--- src/rtl/audio_pkg.sv ---
// audio_pkg: shared FSM states, effect slot indices and slot search for the fx scheduler
package audio_pkg;
  localparam int RESOLUTION = 32;
  localparam int FX_CLIP = 0;
  localparam int FX_ECHO = 1;
  localparam int FX_CHORUS = 2;
  localparam int FX_REVERB = 3;
  typedef enum logic [2:0] {IDLE, LATCH, ISSUE, WAIT, NEXT, COMMIT} state_t;
  // Lowest set bit of mask at or above from; 32 when none exists
  function automatic int next_slot(input logic [31:0] mask, input int from);
    int r;
    r = 32;
    for (int i = 31; i >= 0; i--) if (i >= from && mask[i]) r = i;
    return r;
  endfunction
endpackage

--- src/rtl/sw_debounce.sv ---
// sw_debounce: 2-FF synchroniser plus hold counter for one asynchronous switch bit
module sw_debounce #(
  parameter int DEBOUNCE = 1024
) (
  input  logic clk,
  input  logic reset_n,
  input  logic sw,
  output logic db
);
  localparam int CW = $clog2(DEBOUNCE + 1);
  logic s1, s2;
  logic [CW-1:0] cnt;
  always_ff @(posedge clk or negedge reset_n) begin
    if (!reset_n) begin
      s1 <= 1'b0;
      s2 <= 1'b0;
      cnt <= '0;
      db <= 1'b0;
    end else begin
      s1 <= sw;
      s2 <= s1;
      if (s2 == db) cnt <= '0;
      else if (cnt == CW'(DEBOUNCE - 1)) begin
        db <= s2;
        cnt <= '0;
      end else cnt <= cnt + CW'(1);
    end
  end
endmodule

--- src/rtl/fx_chain_scheduler.sv ---
// fx_chain_scheduler: per-frame sequencing of L then R samples through a shared effect engine
module fx_chain_scheduler
  import audio_pkg::*;
#(
  parameter int RESOLUTION = audio_pkg::RESOLUTION,
  parameter int NUM_FX = 4,
  parameter int DEBOUNCE = 1024,
  parameter int TIMEOUT = 255
) (
  input  logic                      clk,
  input  logic                      reset_n,
  input  logic                      frame_strobe,
  input  logic [RESOLUTION-1:0]     data_L_in,
  input  logic [RESOLUTION-1:0]     data_R_in,
  input  logic [NUM_FX-1:0]         sw_fx,
  output logic                      fx_start,
  output logic [$clog2(NUM_FX)-1:0] fx_sel,
  output logic [RESOLUTION-1:0]     fx_data,
  input  logic                      fx_done,
  input  logic [RESOLUTION-1:0]     fx_result,
  output logic [RESOLUTION-1:0]     data_L_out,
  output logic [RESOLUTION-1:0]     data_R_out,
  output logic                      out_valid,
  output logic [NUM_FX-1:0]         fx_active,
  output logic                      overrun,
  output logic                      timeout_err
);
  localparam int SW = $clog2(NUM_FX);
  localparam int TW = $clog2(TIMEOUT + 1);
  logic [NUM_FX-1:0] sw_db;
  for (genvar g = 0; g < NUM_FX; g++) begin : g_db
    sw_debounce #(.DEBOUNCE(DEBOUNCE)) u_db (.clk(clk), .reset_n(reset_n), .sw(sw_fx[g]), .db(sw_db[g]));
  end
  state_t state;
  logic ch;
  logic [RESOLUTION-1:0] cap_l, cap_r, acc, res_l;
  logic [TW-1:0] wcnt;
  int first_slot, after_slot;
  always_comb begin
    first_slot = next_slot(32'(fx_active), 0);
    after_slot = next_slot(32'(fx_active), int'(fx_sel) + 1);
  end
  // Request outputs are loaded on entry to ISSUE so fx_start is high exactly during ISSUE
  always_ff @(posedge clk or negedge reset_n) begin
    if (!reset_n) begin
      state <= IDLE;
      ch <= 1'b0;
      cap_l <= '0;
      cap_r <= '0;
      acc <= '0;
      res_l <= '0;
      wcnt <= '0;
      fx_start <= 1'b0;
      fx_sel <= '0;
      fx_data <= '0;
      data_L_out <= '0;
      data_R_out <= '0;
      out_valid <= 1'b0;
      fx_active <= '0;
      overrun <= 1'b0;
      timeout_err <= 1'b0;
    end else begin
      fx_start <= 1'b0;
      out_valid <= 1'b0;
      if (frame_strobe && state != IDLE) overrun <= 1'b1;
      case (state)
        IDLE: if (frame_strobe) begin
          cap_l <= data_L_in;
          cap_r <= data_R_in;
          fx_active <= sw_db;
          state <= LATCH;
        end
        LATCH: begin
          ch <= 1'b0;
          acc <= cap_l;
          if (first_slot < NUM_FX) begin
            fx_start <= 1'b1;
            fx_sel <= SW'(first_slot);
            fx_data <= cap_l;
            state <= ISSUE;
          end else state <= NEXT;
        end
        ISSUE: begin
          wcnt <= '0;
          state <= WAIT;
        end
        WAIT: if (fx_done) begin
          acc <= fx_result;
          if (after_slot < NUM_FX) begin
            fx_start <= 1'b1;
            fx_sel <= SW'(after_slot);
            fx_data <= fx_result;
            state <= ISSUE;
          end else state <= NEXT;
        end else if (wcnt == TW'(TIMEOUT - 1)) begin
          acc <= fx_data;
          timeout_err <= 1'b1;
          state <= NEXT;
        end else wcnt <= wcnt + TW'(1);
        NEXT: if (!ch) begin
          res_l <= acc;
          ch <= 1'b1;
          acc <= cap_r;
          if (first_slot < NUM_FX) begin
            fx_start <= 1'b1;
            fx_sel <= SW'(first_slot);
            fx_data <= cap_r;
            state <= ISSUE;
          end
        end else begin
          data_L_out <= res_l;
          data_R_out <= acc;
          out_valid <= 1'b1;
          state <= COMMIT;
        end
        COMMIT: state <= IDLE;
        default: state <= IDLE;
      endcase
    end
  end
endmodule

--- config.mk ---
export PLATFORM = sky130hd
export DESIGN_NAME = fx_chain_scheduler
export DESIGN_NICKNAME = d
export VERILOG_FILES = /design/src/rtl/audio_pkg.sv /design/src/rtl/sw_debounce.sv /design/src/rtl/fx_chain_scheduler.sv
export SDC_FILE = /design/constraint.sdc
export NUM_CORES = 1
export LEC_CHECK = 0
export BUFFER_PORTS_ARGS = -buffer_cell sky130_fd_sc_hd__buf_2
export CORE_MARGIN = 2
export CORE_UTILIZATION = 25
export CTS_BUF_LIST = sky130_fd_sc_hd__clkbuf_4 sky130_fd_sc_hd__clkbuf_8 sky130_fd_sc_hd__clkbuf_16
export CTS_CLUSTER_DIAMETER = 200
export DETAILED_ROUTE_END_ITERATION = 10
export GPL_TIMING_DRIVEN = 0
export SYNTH_ARGS = -nofsm -noshare
export SYNTH_HDL_FRONTEND = slang
export SYNTH_SLANG_ARGS = --single-unit
--- constraint.sdc ---
create_clock -name clk -period 2 [get_ports clk]
set_input_delay 0.3 -clock clk [delete_from_list [all_inputs] [get_ports clk]]
set_output_delay 0.3 -clock clk [all_outputs]
set_load 0.01 [all_outputs]
[Word-level counts from Yosys, hierarchy flattened]
Index checks and enable logic that the tools add are counted.
Cells by class
  equal/unequal tests: 23
  reduce and logical (&&, ||, !) cells: 23
  bitwise gates (word level): 6
  $add $sub $neg: 6
  mux-type cells: 50
  magnitude comparators: 6
Operator list (count)
  2-to-1 mux 32 bit: 10
  one-hot mux 32 bit (3 select lines): 2
  2-to-1 mux 11 bit: 8
  adder 11 x 1 -> 11 bit, second input constant: 4
  equality test 11 x 10 -> 1 bit, second input constant: 4
  2-to-1 mux 6 bit: 6
  less-than comparator 32 x 4 -> 1 bit, second input constant: 1
  2-to-1 mux 3 bit: 7
  2-to-1 mux 8 bit: 2
  inequality test 2 bit, second input constant: 8
  one-hot mux 8 bit (2 select lines): 1
  one-hot mux 3 bit (5 select lines): 1
  AND reduction 2 bit: 7
  AND reduction 3 bit: 4
  adder 8 x 1 -> 8 bit, second input constant: 1
  equality test 8 bit, second input constant: 1
  2-to-1 mux 2 bit: 4
  equality test 3 x 2 -> 1 bit, second input constant: 2
  >= comparator 1 x 3 -> 1 bit, first input constant: 2
  >= comparator 2 x 3 -> 1 bit, first input constant: 2
  less-than comparator 6 x 3 -> 1 bit, second input constant: 1
  2-to-1 mux 1 bit: 6
  inequality test 3 bit, second input constant: 2
  NOT 1 bit: 6
  other kinds (13): 22
Storage, ports and cells
  register bits after elaboration: 302
  logic and storage cells: 146
  output and inout bits: 106
  input port bits: 104

[Longest topological paths before layout]
  depth in word-level cells: 11
  mapped depth: 8
  mapped depth without buffers: 7

[Cells and area by module]
A second synthesis with hierarchy kept.
Second synthesis, totals
  cells, all modules: 992
  area, all modules: 13025.0 µm²
Modules (own cells, without submodules)
  fx_chain_scheduler: instances 1, area an instance 10477.5 µm², cells an instance 773, seq. area each 6155.9 µm²
  sw_debounce (g_db[0].u_db ...): instances 3, area an instance 638.1 µm², cells an instance 54, seq. area each 350.3 µm²
  sw_debounce (g_db[3].u_db): instances 1, area an instance 633.1 µm², cells an instance 57, seq. area each 350.3 µm²

[Worst setup path after synthesis]
OpenSTA, ideal clock, no wires.
  kind: reg2reg
  from: register state[2]
  to: register cap_l[17]
  data required time: 1.875 ns
  data arrival time: 1.765 ns
  setup time: 0.125 ns
  cell stages (with the launch flop): 7
  setup slack: 0.110 ns
  period minus slack after synthesis: 1.890 ns
  path buffers: 3
  cells stage by stage: dfrtp_1 > buf_2 > or3_1 > nor2_2 > buf_4 > buf_2 > mux2_2
Between the ends
  longest elaborated chain between the ends: 2
Ends and longest elaborated chain
  from (decl): line fx_chain_scheduler.sv:34  | state_t state;
  from (signal assigned): line fx_chain_scheduler.sv:46  | state <= IDLE;
  from (signal assigned): line fx_chain_scheduler.sv:71  | state <= LATCH;
  from (signal assigned): line fx_chain_scheduler.sv:80  | state <= ISSUE;
  zero test 3 bit: line fx_chain_scheduler.sv:66  | case (state)
  AND reduction 2 bit (no line)
  to (signal assigned): line fx_chain_scheduler.sv:68  | cap_l <= data_L_in;
  to (decl): line fx_chain_scheduler.sv:36  | logic [RESOLUTION-1:0] cap_l, cap_r, acc, res_l;
Every way passes these cells.
A chain may end at the register's enable or synchronous reset.

[Worst setup path after layout]
  from: register state[0]
  to: register acc[26]
Between the ends
  longest elaborated chain between the ends: 3
  elaborated cells between the ends (all ways): 8
  classes of those cells: eq/ne (5); mux (1); reduce/logical (2)
Ends and longest elaborated chain
  equality test 3 x 2 -> 1 bit, or another cell as far along: line fx_chain_scheduler.sv:66
  inequality test 3 bit (no line), or another cell as far along
  AND reduction 3 bit (no line)
  to (signal assigned): line fx_chain_scheduler.sv:75  | acc <= cap_l;
  to (signal assigned): line fx_chain_scheduler.sv:88  | acc <= fx_result;
  to (signal assigned): line fx_chain_scheduler.sv:96  | acc <= fx_data;
  to (decl): line fx_chain_scheduler.sv:36
Parallel ways exist; a longest one is shown, timed or not.

==> results.sh <==
export IMPL_io_buffers=208
export IMPL_clk_path_buf_depth=3
export IMPL_syn_area_um2=12700
export IMPL_grt_antenna_before_repair=1
export IMPL_syn_area_per_cell_um2=12.8
export IMPL_cts_tree="yes"
export IMPL_nets=1478
export IMPL_p_per_area_nw_per_um2=1480
export IMPL_fp_row_count=82
export IMPL_synth_most_common_cell="dfrtp_1"
export IMPL_cp_num_buf_inv=3
export IMPL_fmax_mhz=501
export IMPL_grt_first_pass_wirelength_mm=57.9
export IMPL_crit_family="buffers and inverters"
export IMPL_first_pass_iters=6
export IMPL_final_hold_violation_count=0
export IMPL_dp_cells=1877
export IMPL_gr_total_overflow=0
export IMPL_p_leak_nw=7.78
export IMPL_clockRootBuffer="clkbuf_16"
export IMPL_critical_path_arrival_ps=2430
export IMPL_grt_usage=0.145
export IMPL_hpwl_mm=27.1
export IMPL_synthCells=995
export IMPL_synthTopCellsByCount="dfrtp_1 (302), mux2_2 (200), nor2_1 (97)"
export IMPL_die_h_um=230
export IMPL_path_class="flop to flop"
export IMPL_htreeDepth=2
export IMPL_drt_iter0_drc=472
export IMPL_final_cells=2065
export IMPL_rsz0062_at_grt="yes"
export IMPL_area_delta_synth_final_pct=38.3
export IMPL_drc_errors=0
export IMPL_slew_viol_final=0
export IMPL_pwr_share_clk=0.260
export IMPL_cpPeakStageDelay_ps=400
export IMPL_ios=210
export IMPL_numCtsBuffers=36
export IMPL_status="completed"
export IMPL_skew_ps=22.2
export IMPL_dieArea_um2=52700
export IMPL_hold_class="primary input to flop"
export IMPL_setup_viol=0
export IMPL_coreArea_um2=50200
export IMPL_grt_max_degree=117
export IMPL_grt_pass1_vias=9471
export IMPL_tightest_slew_ps=1030
export IMPL_ir_drop_mv=0.565
export IMPL_synth_ff_type="dfrtp_1"
export IMPL_pre_cts_slack_ps=-829
export IMPL_cp_required_ps=2430
export IMPL_synth_top_area_frac=0.594
export IMPL_viasPerCell=4.49
export IMPL_crit_chain="buf_6 > nor3b_4 > buf_6 > nor2_4 > buf_12 > a22oi_2 > o21ai_2 > mux2_2"
export IMPL_ant_nets=0
export IMPL_cpMaxStageDelayCell="dfrtp_1"
export IMPL_slew_limit_headroom=0.313
export IMPL_clock_sinks=302
export IMPL_ys_seq_area_frac=0.594
export IMPL_p_sw_frac=0.331
export IMPL_gp_congestion=0.797
export IMPL_synth_top_area_cell="dfrtp_1"
export IMPL_power_frac_seq=0.369
export IMPL_internal_power_w=0.0174
export IMPL_ys_seq_elements=302
export IMPL_cpMostUsedCell="buf_6"
export IMPL_synthTopCellsByArea="dfrtp_1 (59%), mux2_2 (18%), nor2_1 (2.9%), mux2i_1 (2.6%), a22oi_1 (1.9%)"
export IMPL_fin_crit_ps=2000
export IMPL_cp_max_fo=10
export IMPL_drive_gt1_frac=0.430
export IMPL_start_kind="flop"
export IMPL_setup_ws_ps=2.10
export IMPL_synth_cell_types=47
export IMPL_synth_edf_count=0
export IMPL_initial_core_util=0.254
export IMPL_timing_final_crit_share=0.999
export IMPL_avgRoutedWirePerCell_um=18.7
export IMPL_switchingPower_w=0.00859
export IMPL_syn_nets=1105
export IMPL_cap_violations=0
export IMPL_wl_mm=38.5
export IMPL_vias=9273
export IMPL_synth_warnings=0
export IMPL_crit_path_end_kind="flop"
export IMPL_clk_insertion_delay_late_ps=560
export IMPL_die_x_um=230
export IMPL_clk_pin_slew_ps=60
export IMPL_pwr_share_comb=0.371
export IMPL_synthArstFlopShare=1.00
[sequential cells by signal, indices dropped and copies added, names as in the netlist]
| signal | flops |
|---|---|
| fx_active | 4 |
| fx_data | 32 |
| g_db.u_db.s1 | 4 |
| data_L_out | 32 |
| res_l | 32 |
| g_db.u_db.cnt | 44 |
| wcnt | 8 |
| state | 3 |
| data_R_out | 32 |
| ch | 1 |
| fx_sel | 2 |
| cap_l | 32 |
| acc | 32 |
| cap_r | 32 |
| out_valid | 1 |
| timeout_err | 1 |
| g_db.u_db.s2 | 4 |
| fx_start | 1 |
| g_db.u_db.db | 4 |
| overrun | 1 |
[cells in the final DEF, fill, tap and decap left out, types with 28 or more instances in the layout]
cell / n
a22oi_2: 28
a31oi_1: 33
buf_2: 214
clkbuf_16: 37
dfrtp_1: 301
dlygate4sd3_1: 95
mux2_2: 200
mux2i_1: 33
nand2_1: 58
nor2_1: 96
o21ai_0: 28
[cell type report]
cell class                 instances  area (um^2)
fill                            4935        32600
clock inverter                    16          216
sequential                       302         7560
inverter                          11         41.3
buffer                            51          477
antenna                            1         2.50
clock buffer                      46         1000
timing repair buffer             335         2350
tap                              672          841
multi-input combinational        631         5110
[cell families after synthesis]
logic type,count (synthesis),synth area share
compound gates,130,0.0644
xor+xnor,39,0.0269
simple gates,223,0.0825
flops,302,0.594
buf+inv,62,0.0231
mux,233,0.203
fa+ha+maj,6,0.00590
[final timing paths]
kind / depth (start not counted) / endpoint / startpoint / slack [ps]
worst max-delay path: 8 / acc[26] / state[0] / 2
worst min-delay path: 2 / cap_l[25] / data_L_in[25] / 40
worst max register to register: 8 / acc[26] / state[0] / 2
worst min register to register: 0 / g_db[0].u_db.s2 / g_db[0].u_db.s1 / 350
max in group asynchronous: 4 / data_R_out[15] / reset_n / 290
min in group asynchronous: 2 / g_db[3].u_db.cnt[2] / reset_n / 290
[what timing repair did]
| item | CTS | global route |
|---|---|---|
| buffers inserted | 13 | 15 |
| gates cloned | 0 | 2 |
| hold endpoints to repair | 174 | 0 |
| pin swaps | 12 | 8 |
| gates resized for setup | 97 | 49 |
| setup endpoints to repair | 231 | 281 |
| hold buffers | 95 | 0 |
[worst reg2reg max path, cell delays in order (launching register included)]
cell,delay [ps]
dfrtp_1,400
buf_6,150
nor3b_4,230
buf_6,150
nor2_4,70
buf_12,160
a22oi_2,310
o21ai_2,140
mux2_2,280
[metal layers]
layer	global-route usage	part of all wire
met3	0.0259	0.047
met5	0	0
met1	0.196	0.46
met2	0.231	0.46
met4	0.0576	0.029
[through the flow]
| stage | setup TNS, ps | hold WS [ps] | utilization | area (um^2) | total power [W] |
|---|---|---|---|---|---|
| 2_1_floorplan | 0 | 4.41 | - | 12700 | 0.0144 |
| 3_3_place_gp | -1643080 | 335 | 0.291 | 14600 | 0.0174 |
| 3_5_place_dp | -79930 | 342 | 0.292 | 14700 | 0.0177 |
| 4_1_cts | -582 | 4.68 | 0.345 | 17300 | 0.0257 |
| 5_1_grt | -612 | 8.75 | 0.351 | 17600 | 0.0275 |
| 6_report | 0 | 44.9 | 0.351 | 17600 | 0.0260 |
[power groups by stage]
stage	logic, W	clock network [W]	registers, W
detailed placement	0.00808	0	0.00957
finish	0.00962	0.00676	0.00958
global route	0.0104	0.00726	0.00988
CTS	0.00912	0.00702	0.00955
floorplan	0.00496	0	0.00946
global placement	0.00792	0	0.00947
No activity file was read; power rests on OpenSTA's default activity.
